$ cat src/rtl/serial_pattern_gen.sv
// Serial stimulus generator: captures a pattern from the switches and replays it
// LSB first on a registered bit stream, with optional back-to-back repeat.
module serial_pattern_gen #(
  parameter int WIDTH = 8
) (
  input  logic             Clock,
  input  logic             Reset,
  input  logic             Load,
  input  logic [WIDTH-1:0] Pattern,
  input  logic [3:0]       Length,
  input  logic             Start,
  input  logic             Repeat,
  input  logic             Stop,
  output logic             w,
  output logic             w_valid,
  output logic             Busy,
  output logic             Done,
  output logic [3:0]       BitIndex
);

  typedef enum logic [1:0] {
    IDLE,
    READY,
    SHIFT,
    FINISH
  } state_t;

  localparam logic [3:0] WIDTH_L = 4'(WIDTH);

  state_t           state, state_nxt;
  logic [WIDTH-1:0] held_pat, held_pat_nxt;
  logic [3:0]       held_len, held_len_nxt;
  logic [WIDTH-1:0] sreg, sreg_nxt;
  logic [3:0]       idx_nxt;
  logic             vld_nxt;
  logic             done_nxt;
  logic             w_nxt;
  logic             busy_nxt;
  logic             last_bit;

  // Out-of-range lengths saturate to the full register width.
  function automatic logic [3:0] clamp_len(input logic [3:0] len);
    if (len == 4'd0 || len > WIDTH_L) begin
      return WIDTH_L;
    end
    return len;
  endfunction

  assign last_bit = (BitIndex == held_len - 4'd1);

  always_comb begin
    state_nxt    = state;
    held_pat_nxt = held_pat;
    held_len_nxt = held_len;
    sreg_nxt     = sreg;
    idx_nxt      = 4'd0;
    vld_nxt      = 1'b0;
    done_nxt     = 1'b0;

    case (state)
      IDLE: begin
        if (Load) begin
          held_pat_nxt = Pattern;
          held_len_nxt = clamp_len(Length);
          state_nxt    = READY;
        end
      end

      READY: begin
        if (Load) begin
          held_pat_nxt = Pattern;
          held_len_nxt = clamp_len(Length);
        end else if (Start) begin
          sreg_nxt  = held_pat;
          vld_nxt   = 1'b1;
          state_nxt = SHIFT;
        end
      end

      SHIFT: begin
        // Abort wins over the end-of-pass decision on the same edge.
        if (Stop) begin
          state_nxt = READY;
        end else if (last_bit) begin
          done_nxt = 1'b1;
          if (Repeat) begin
            sreg_nxt = held_pat;
            vld_nxt  = 1'b1;
          end else begin
            state_nxt = FINISH;
          end
        end else begin
          sreg_nxt = sreg >> 1;
          idx_nxt  = BitIndex + 4'd1;
          vld_nxt  = 1'b1;
        end
      end

      FINISH: begin
        state_nxt = READY;
      end

      default: begin
        state_nxt = IDLE;
      end
    endcase

    w_nxt    = vld_nxt & sreg_nxt[0];
    busy_nxt = (state_nxt == SHIFT);
  end

  always_ff @(posedge Clock) begin
    if (Reset) begin
      state    <= IDLE;
      held_pat <= '0;
      held_len <= 4'd0;
      sreg     <= '0;
      BitIndex <= 4'd0;
      w        <= 1'b0;
      w_valid  <= 1'b0;
      Busy     <= 1'b0;
      Done     <= 1'b0;
    end else begin
      state    <= state_nxt;
      held_pat <= held_pat_nxt;
      held_len <= held_len_nxt;
      sreg     <= sreg_nxt;
      BitIndex <= idx_nxt;
      w        <= w_nxt;
      w_valid  <= vld_nxt;
      Busy     <= busy_nxt;
      Done     <= done_nxt;
    end
  end

endmodule

$ cat config.mk
export PLATFORM = sky130hd
export DESIGN_NAME = serial_pattern_gen
export DESIGN_NICKNAME = d
export VERILOG_FILES = /design/src/rtl/serial_pattern_gen.sv
export SDC_FILE = /design/constraint.sdc
export NUM_CORES = 1
export LEC_CHECK = 0
export ABC_CLOCK_PERIOD_IN_PS = 2900
export CORE_UTILIZATION = 30
export DETAILED_ROUTE_END_ITERATION = 12
export REMOVE_ABC_BUFFERS = 1
export SLEW_MARGIN = 20
export SYNTH_ARGS = -nofsm -noshare
export SYNTH_HDL_FRONTEND = slang
export SYNTH_SLANG_ARGS = --single-unit
$ cat constraint.sdc
create_clock -name Clock -period 2.9 [get_ports Clock]
set_clock_uncertainty 0.1 [all_clocks]
set_input_delay 0.87 -clock Clock [delete_from_list [all_inputs] [get_ports Clock]]
set_output_delay 0.87 -clock Clock [all_outputs]
set_load 0.02 [all_outputs]
**Yosys cells after proc, flatten, opt, wreduce, memory -nomap -nowiden**

Cells that the tools add are included.

- Multiplexer cells: 30
- Bitwise logic cells: 2
- Add/subtract/negate cells: 2
- Reduce and logical (&&, ||, !) cells: 11
- Equality and inequality tests: 11
- Order comparisons: 1

Operators with widths:

| operator | count |
|---|---|
| $mux 8 | 5 |
| $mux 4 | 5 |
| $pmux 8 s2 | 1 |
| $mux 2 | 6 |
| $mux 1 | 10 |
| $ne 2x2->1 const B | 5 |
| $pmux 2 s4 | 1 |
| $pmux 4 s2 | 1 |
| $eq 2x2->1 const B | 3 |
| $reduce_and 5->1 | 1 |
| $add 4x1->4 const B | 1 |
| $eq 4x4->1 | 1 |
| $gt 4x4->1 const B | 1 |
| $logic_not 4->1 | 1 |
| $reduce_bool 2->1 | 2 |
| $reduce_or 4->1 | 1 |
| $sub 4x1->4 const B | 1 |
| $ne 3x3->1 const B | 1 |
| $reduce_and 3->1 | 1 |
| $reduce_or 3->1 | 1 |
| $eq 2x1->1 const B | 1 |
| $logic_not 2->1 | 1 |
| $pmux 1 s2 | 1 |
| $reduce_and 2->1 | 1 |
| 4 further kinds | 4 |

- Word-level logic and storage cells: 67
- Flip-flop bits (word level): 30
- Output and inout port bits: 8
- Input bits: 18

**Logic depth before layout (Yosys ltp)**

- Depth after elaboration: 8
- Mapped depth: 8
- Mapped depth without buffers: 7

**Worst setup path before layout**

No wires, ideal clock.

- Path kind: register to register
- Start point: register held_len[0]
- End point: register Busy
- Path buffers: 0
- Arrival time: 1.928 ns
- Setup slack: 0.772 ns
- Clock period less this slack: 2.128 ns
- Stages on the path, launching flop included: 8
- Path through: dfxtp_1 -> inv_1 -> ha_1 -> xnor3_2 -> nand3_2 -> or2_4 -> o311a_4 -> a2111oi_4

- Word-level cells in the longest chain between the ends: 6

RTL lines:

| what | line | text |
|---|---|---|
| start: declaration | 32 | `logic [3:0] held_len, held_len_nxt;` |
| start signal: assignment | 126 | `held_len <= held_len_nxt;` |
| $sub 4x1->4 | 49 | `assign last_bit = (BitIndex == held_len - 4'd1);` |
| $eq 4x4->1 | 49 |  |
| $mux 2 | 84 | `end else if (last_bit) begin` |
| $mux 2 | 82 | `if (Stop) begin` |
| $pmux 2 s4 | 60 | `case (state)` |
| $eq 2x2->1 | 109 | `busy_nxt = (state_nxt == SHIFT);` |
| end signal: assignment | 131 | `Busy <= busy_nxt;` |
| end: declaration | 16 | `output logic Busy,` |

Every way passes these cells.
A chain may end at the register's enable or synchronous reset.

**Worst setup path after layout**

- Start point: input Load
- End point: register sreg[6]

- Word-level cells in the longest chain between the ends: 2

RTL lines:

| what | line | text |
|---|---|---|
| start: declaration | 8 | `input logic Load,` |
| $ne 2x2->1 (no line) | -- |  |
| $reduce_and 5->1 (no line) | -- |  |
| end signal: assignment | 127 | `sreg <= sreg_nxt;` |
| end: declaration | 33 | `logic [WIDTH-1:0] sreg, sreg_nxt;` |

Every way passes these cells.

==> results.py <==
metrics = {
    "cts": {
        "postCtsSetupBuffers": 0,
        "postCtsHoldBufs": 0,
        "clk_latency_ns": 0.28,
        "cts_tree": "yes",
        "cts_buffer_depth": 2,
        "cts.clk_slew.worst_paths_ns": 0.07,
        "clock-sinks": 30,
        "cts_root_buffer": "clkbuf_8",
        "htree_levels": 2,
        "cts_resized": 0,
        "cts_inserted_buffers": 5,
    },
    "route": {
        "drt_iter0_drc": 43,
        "vias_per_cell": 4.84,
        "drc": 0,
        "routed_wl_um": 3320,
        "vias": 1307,
        "drt_pass1_iterations": 4,
        "avgRoutedWirePerCell_um": 12.3,
        "ant_nets": 0,
    },
    "grt": {
        "grt_max_degree": 17,
        "globalRouteOverflowTotal": 0,
        "grt_pass1_wl_um": 5880,
        "antenna_found_initial": 0,
        "grtUsageTotal": 0.143,
        "first_global_vias": 1325,
    },
    "pwr": {
        "ir_drop_v": 0.000149,
        "power.leakage_nw": 0.697,
        "p_total_uw": 934,
        "power_density_nw_per_um2": 471,
    },
    "die": {
        "fp.dieH_um": 73.8,
        "rows": 25,
        "dieArea_um2": 5450,
        "start_util": 0.319,
        "io_pins": 26,
        "die_x_um": 73.8,
        "core_area_um2": 4850,
    },
    "synthesis": {
        "synth_ff_type": "dfxtp_1",
        "postSynthAreaPerCell_um2": 9.00,
        "async_reset_ff_frac": 0,
        "yosysUniqueCellTypes": 42,
        "yosysWarningCount": 0,
        "ys_ff_latch": 30,
        "yosysSeqAreaShare": 0.388,
        "synth-edff-count": 0,
        "syn_inst": 172,
        "syn-cell-area_um2": 1550,
    },
    "cells_and_area": {
        "fin_nets": 226,
        "final_util": 0.409,
        "insertedDiodeCount": 0,
        "finalNonFillerCells": 270,
        "area_growth_pct": 28.1,
        "layout-drive-gt1-share": 0.108,
    },
    "outcome": {
        "status": "completed",
    },
    "timing": {
        "slew_violations": 0,
        "finalSetupTns_ns": 0,
        "setup_viol": 0,
        "setup_slack_ns": 0.388,
        "slew_headroom": 0.499,
        "worst_slew_pin_slew_ns": 0.748,
        "finalCriticalPeriod_ns": 2.51,
        "rsz0062_at_grt": "no",
        "hold_violations": 0,
        "fmax_ghz": 0.398,
        "post-route-period-util": 0.866,
    },
    "placement": {
        "dp_hpwl_um": 2400,
        "port_buffers": 25,
        "dp.cells": 262,
        "dp_slack_ns": 0.117,
        "gp_congestion": 0.792,
    },
    "worst_setup_path": {
        "start_kind": "primary input",
        "worstSetupEndpointType": "flop",
        "path_cells": "clkdlybuf4s50_1, nand2b_1, nor2_1, o21ai_0, nand2_1, a32o_1",
        "crit_fanout": 13,
        "cp_data_arrival_time_ns": 2.64,
        "crit_slowest_cell": "nor2_1",
        "worstPathRequired_ns": 3.03,
        "worstSetupPathType": "in -> reg",
        "cpPeakStageDelay_ns": 0.60,
    },
    "flow_run": {
        "drv_cap": 0,
    },
    "worst_hold_path": {
        "min_path_type": "reg -> reg",
    },
}
cells in the mapped netlist, types with 2 or more instances:
library cell,instances,area share
a32o_1,7,0.045
inv_1,7,0.017
o21a_1,3,0.015
a221o_1,6,0.039
clkbuf_1,6,0.015
dfxtp_1,30,0.39
o21ai_0,11,0.036
nand3b_1,3,0.015
xnor2_1,3,0.017
and2_1,2,0.0081
ha_1,6,0.049
a21oi_1,12,0.039
nand2b_1,5,0.020
xor2_1,3,0.017
nor2_1,9,0.022
nand3_1,4,0.013
nand2_1,29,0.070
o31ai_1,2,0.0097
worst paths after layout:
kind	start	to	slack (ns)	depth (start not counted)
worst max register to register	held_len[0]	sreg[7]	0.62	8
worst max-delay path	Load	sreg[6]	0.39	6
worst min-delay path	held_pat[7]	held_pat[7]	0.37	2
worst min register to register	held_pat[7]	held_pat[7]	0.37	2
registers in the layout, indices dropped and copies added (netlist names):
name      count
held_pat      8
sreg          8
BitIndex      4
held_len      4
state         2
Busy          1
Done          1
w             1
w_valid       1
cell families after synthesis:
group | synth area share
buffers and inverters | 0.0348
adder cells (fa/ha/maj) | 0.0485
XOR/XNOR | 0.0493
AO/OA/AOI/OAI | 0.255
AND/OR/NAND/NOR | 0.211
flip-flops | 0.388
multiplexers | 0.0137
metal layers:
layer,vias to the layer above,global-route usage,wire [um]
li1,677,-,-
met1,601,0.182,1650
met2,22,0.221,1470
met3,7,0.0398,108
met4,0,0.0726,84
met5,-,0,0
layout by cell type, fill, tap and decap left out, types with 4 or more instances in the layout:
cell type        netlist  final
dfxtp_1               30     30
nand2_1               29     29
clkdlybuf4s50_1        0     25
a21oi_1               12     12
o21ai_0               11     11
nor2_1                 9      9
inv_1                  7      7
a32o_1                 7      7
a221o_1                6      6
ha_1                   6      6
clkbuf_8               0      6
nand2b_1               5      5
buf_4                  0      5
nand3_1                4      4
critical path, delay by kind of cell:
kind | cells | cell delay [ns]
simple gates | 3 | 0.93
buf+inv | 1 | 0.46
compound gates | 2 | 0.38
cell type report:
cell class | instances | area (um2)
inverters | 7 | 26.3
repair buffers | 30 | 288
well taps | 67 | 83.8
clock inverters | 1 | 5.00
clock buffers | 7 | 86.3
multi-input cells | 128 | 893
flip-flops and latches | 30 | 601
fillers | 511 | 2870
metrics by stage:
step / hold WS, ns / instance area (um2)
after floorplan: 0.331 / 1520
after global placement: 0.348 / 1890
after detailed placement: 0.359 / 1890
after CTS: 0.368 / 1980
after global routing: 0.399 / 1980
final: 0.366 / 1980
where the power goes:
group / switching, mW / internal, mW
Sequential: 0.0140 / 0.428
Clock: 0.158 / 0.191
Combinational: 0.0754 / 0.0669
No activity file was read; power rests on OpenSTA's default activity.
==> RTL change, RTL diff (same flow settings) <==
Change the parameter `WIDTH` from 8 to 10.
--- a/src/rtl/serial_pattern_gen.sv
+++ b/src/rtl/serial_pattern_gen.sv
@@ -1,7 +1,7 @@
 // Serial stimulus generator: captures a pattern from the switches and replays it
 // LSB first on a registered bit stream, with optional back-to-back repeat.
 module serial_pattern_gen #(
-  parameter int WIDTH = 8
+  parameter int WIDTH = 10
 ) (
   input  logic             Clock,
   input  logic             Reset,
Ports: changed (resized Pattern); port bits go from 26 to 28. No check against the original RTL was run, so the function may have changed too.
==> RTL change against the original RTL <==
  * Cell area grew 8.1%
  * Area after synthesis grew 8.2%
  * Sequential cell count grew 4
  * Routed wire length grew 6.4%
  * Worst setup slack lost 0.070 ns
  * Core utilization is essentially flat
  * Die area grew 8.0%
Power is not compared: it rests on default switching activity, and its combinational part moved more than twofold at a synthesized area within 25%.
==> RTL change: results (changes against the original RTL) <==
| Metric | Value |
|---|---|
| Largest net degree at the start of global routing | `18 (was 17)` |
| Bufs w/o clock | `34 (was 30)` |
| Detail Route met2 WL | `1560 µm (was 1470 µm)` |
| Share of layout cells above drive strength 1 | `13.6% (was 10.8%)` |
| Mapped Cells | `187 (was 172)` |
| Met2 usage | `19.2% (was 22.1%)` |
| Placed Instances | `282 (was 262)` |
| Pre-CTS WS | `0.0818 ns (was 0.117 ns)` |
| DR WL met3 | `99 µm (was 108 µm)` |
| Met1 Use GR | `17.1% (was 18.2%)` |
| Worst-Margin Slew | `0.553 ns (was 0.748 ns)` |
| Buffer share of cell area | `15.1% (was 14.5%)` |
| Gpl congestion | `0.778 (was 0.792)` |
| Reg2reg path depth | `7 (was 8)` |
| First-pass GRT wire length | `6020 µm (was 5880 µm)` |
| Status | `finished clean (unchanged)` |
| Area after DPL | `0.00205 mm² (was 0.00189 mm²)` |
| Initial DRC count | `109 (was 43)` |
| Critical-path maximum fanout | `5 (was 13)` |
| FFs & Latches | `34 (was 30)` |
| Synth top cells by count | `dfxtp_1, nand2_1, a21oi_1 (unchanged)` |
| Hold path start | `held_pat[9]$_SDFFE_PP0P_ (was held_pat[7]$_SDFFE_PP0P_)` |
| Synth area leaders | `dfxtp_1, a221o_1, nand2_1 (was dfxtp_1, nand2_1, ha_1)` |
| Largest stage delay on the critical path | `0.50 ns (was 0.60 ns)` |
| Met1 WL | `1820 µm (was 1650 µm)` |
| Multi-input gate share of total cell area | `43.8% (was 45.0%)` |
| Post-synth cell types | `35 (was 42)` |
| Worst reg2reg path endpoint | `sreg[8]$_SDFFE_PP0P_ (was sreg[7]$_SDFFE_PP0P_)` |
| Vias per cell | `4.80 (was 4.84)` |
[RTL change: cell count changes in the layout (fill, tap and decap cells not counted), sizes merged, moves of 3 or more]
cell | unedited run | this run
nand2 | 29 | 26
a22o | 0 | 9
o21ai | 11 | 3
nor3 | 2 | 9
dfxtp | 30 | 34
and2 | 3 | 9
a32o | 7 | 0
a221o | 6 | 10
a21oi | 12 | 18
[RTL change: cells by family (layout without fill, tap and decap cells)]
group           Yosys count  in the layout  synth area share (%)
compound gates           51             51                  22.5
xor+xnor                  7              7                  4.63
fa+ha+maj                 6              6                  4.48
buf+inv                  14             47                  3.29
flops                    34             34                  40.6
mux                       3              3                  1.94
simple gates             72             72                  22.6
[RTL change: where the power goes]
group / internal [mW] / switching (mW)
Clock: 0.191 / 0.179
Sequential: 0.530 / 0.0541
Combinational: 0.251 / 0.322
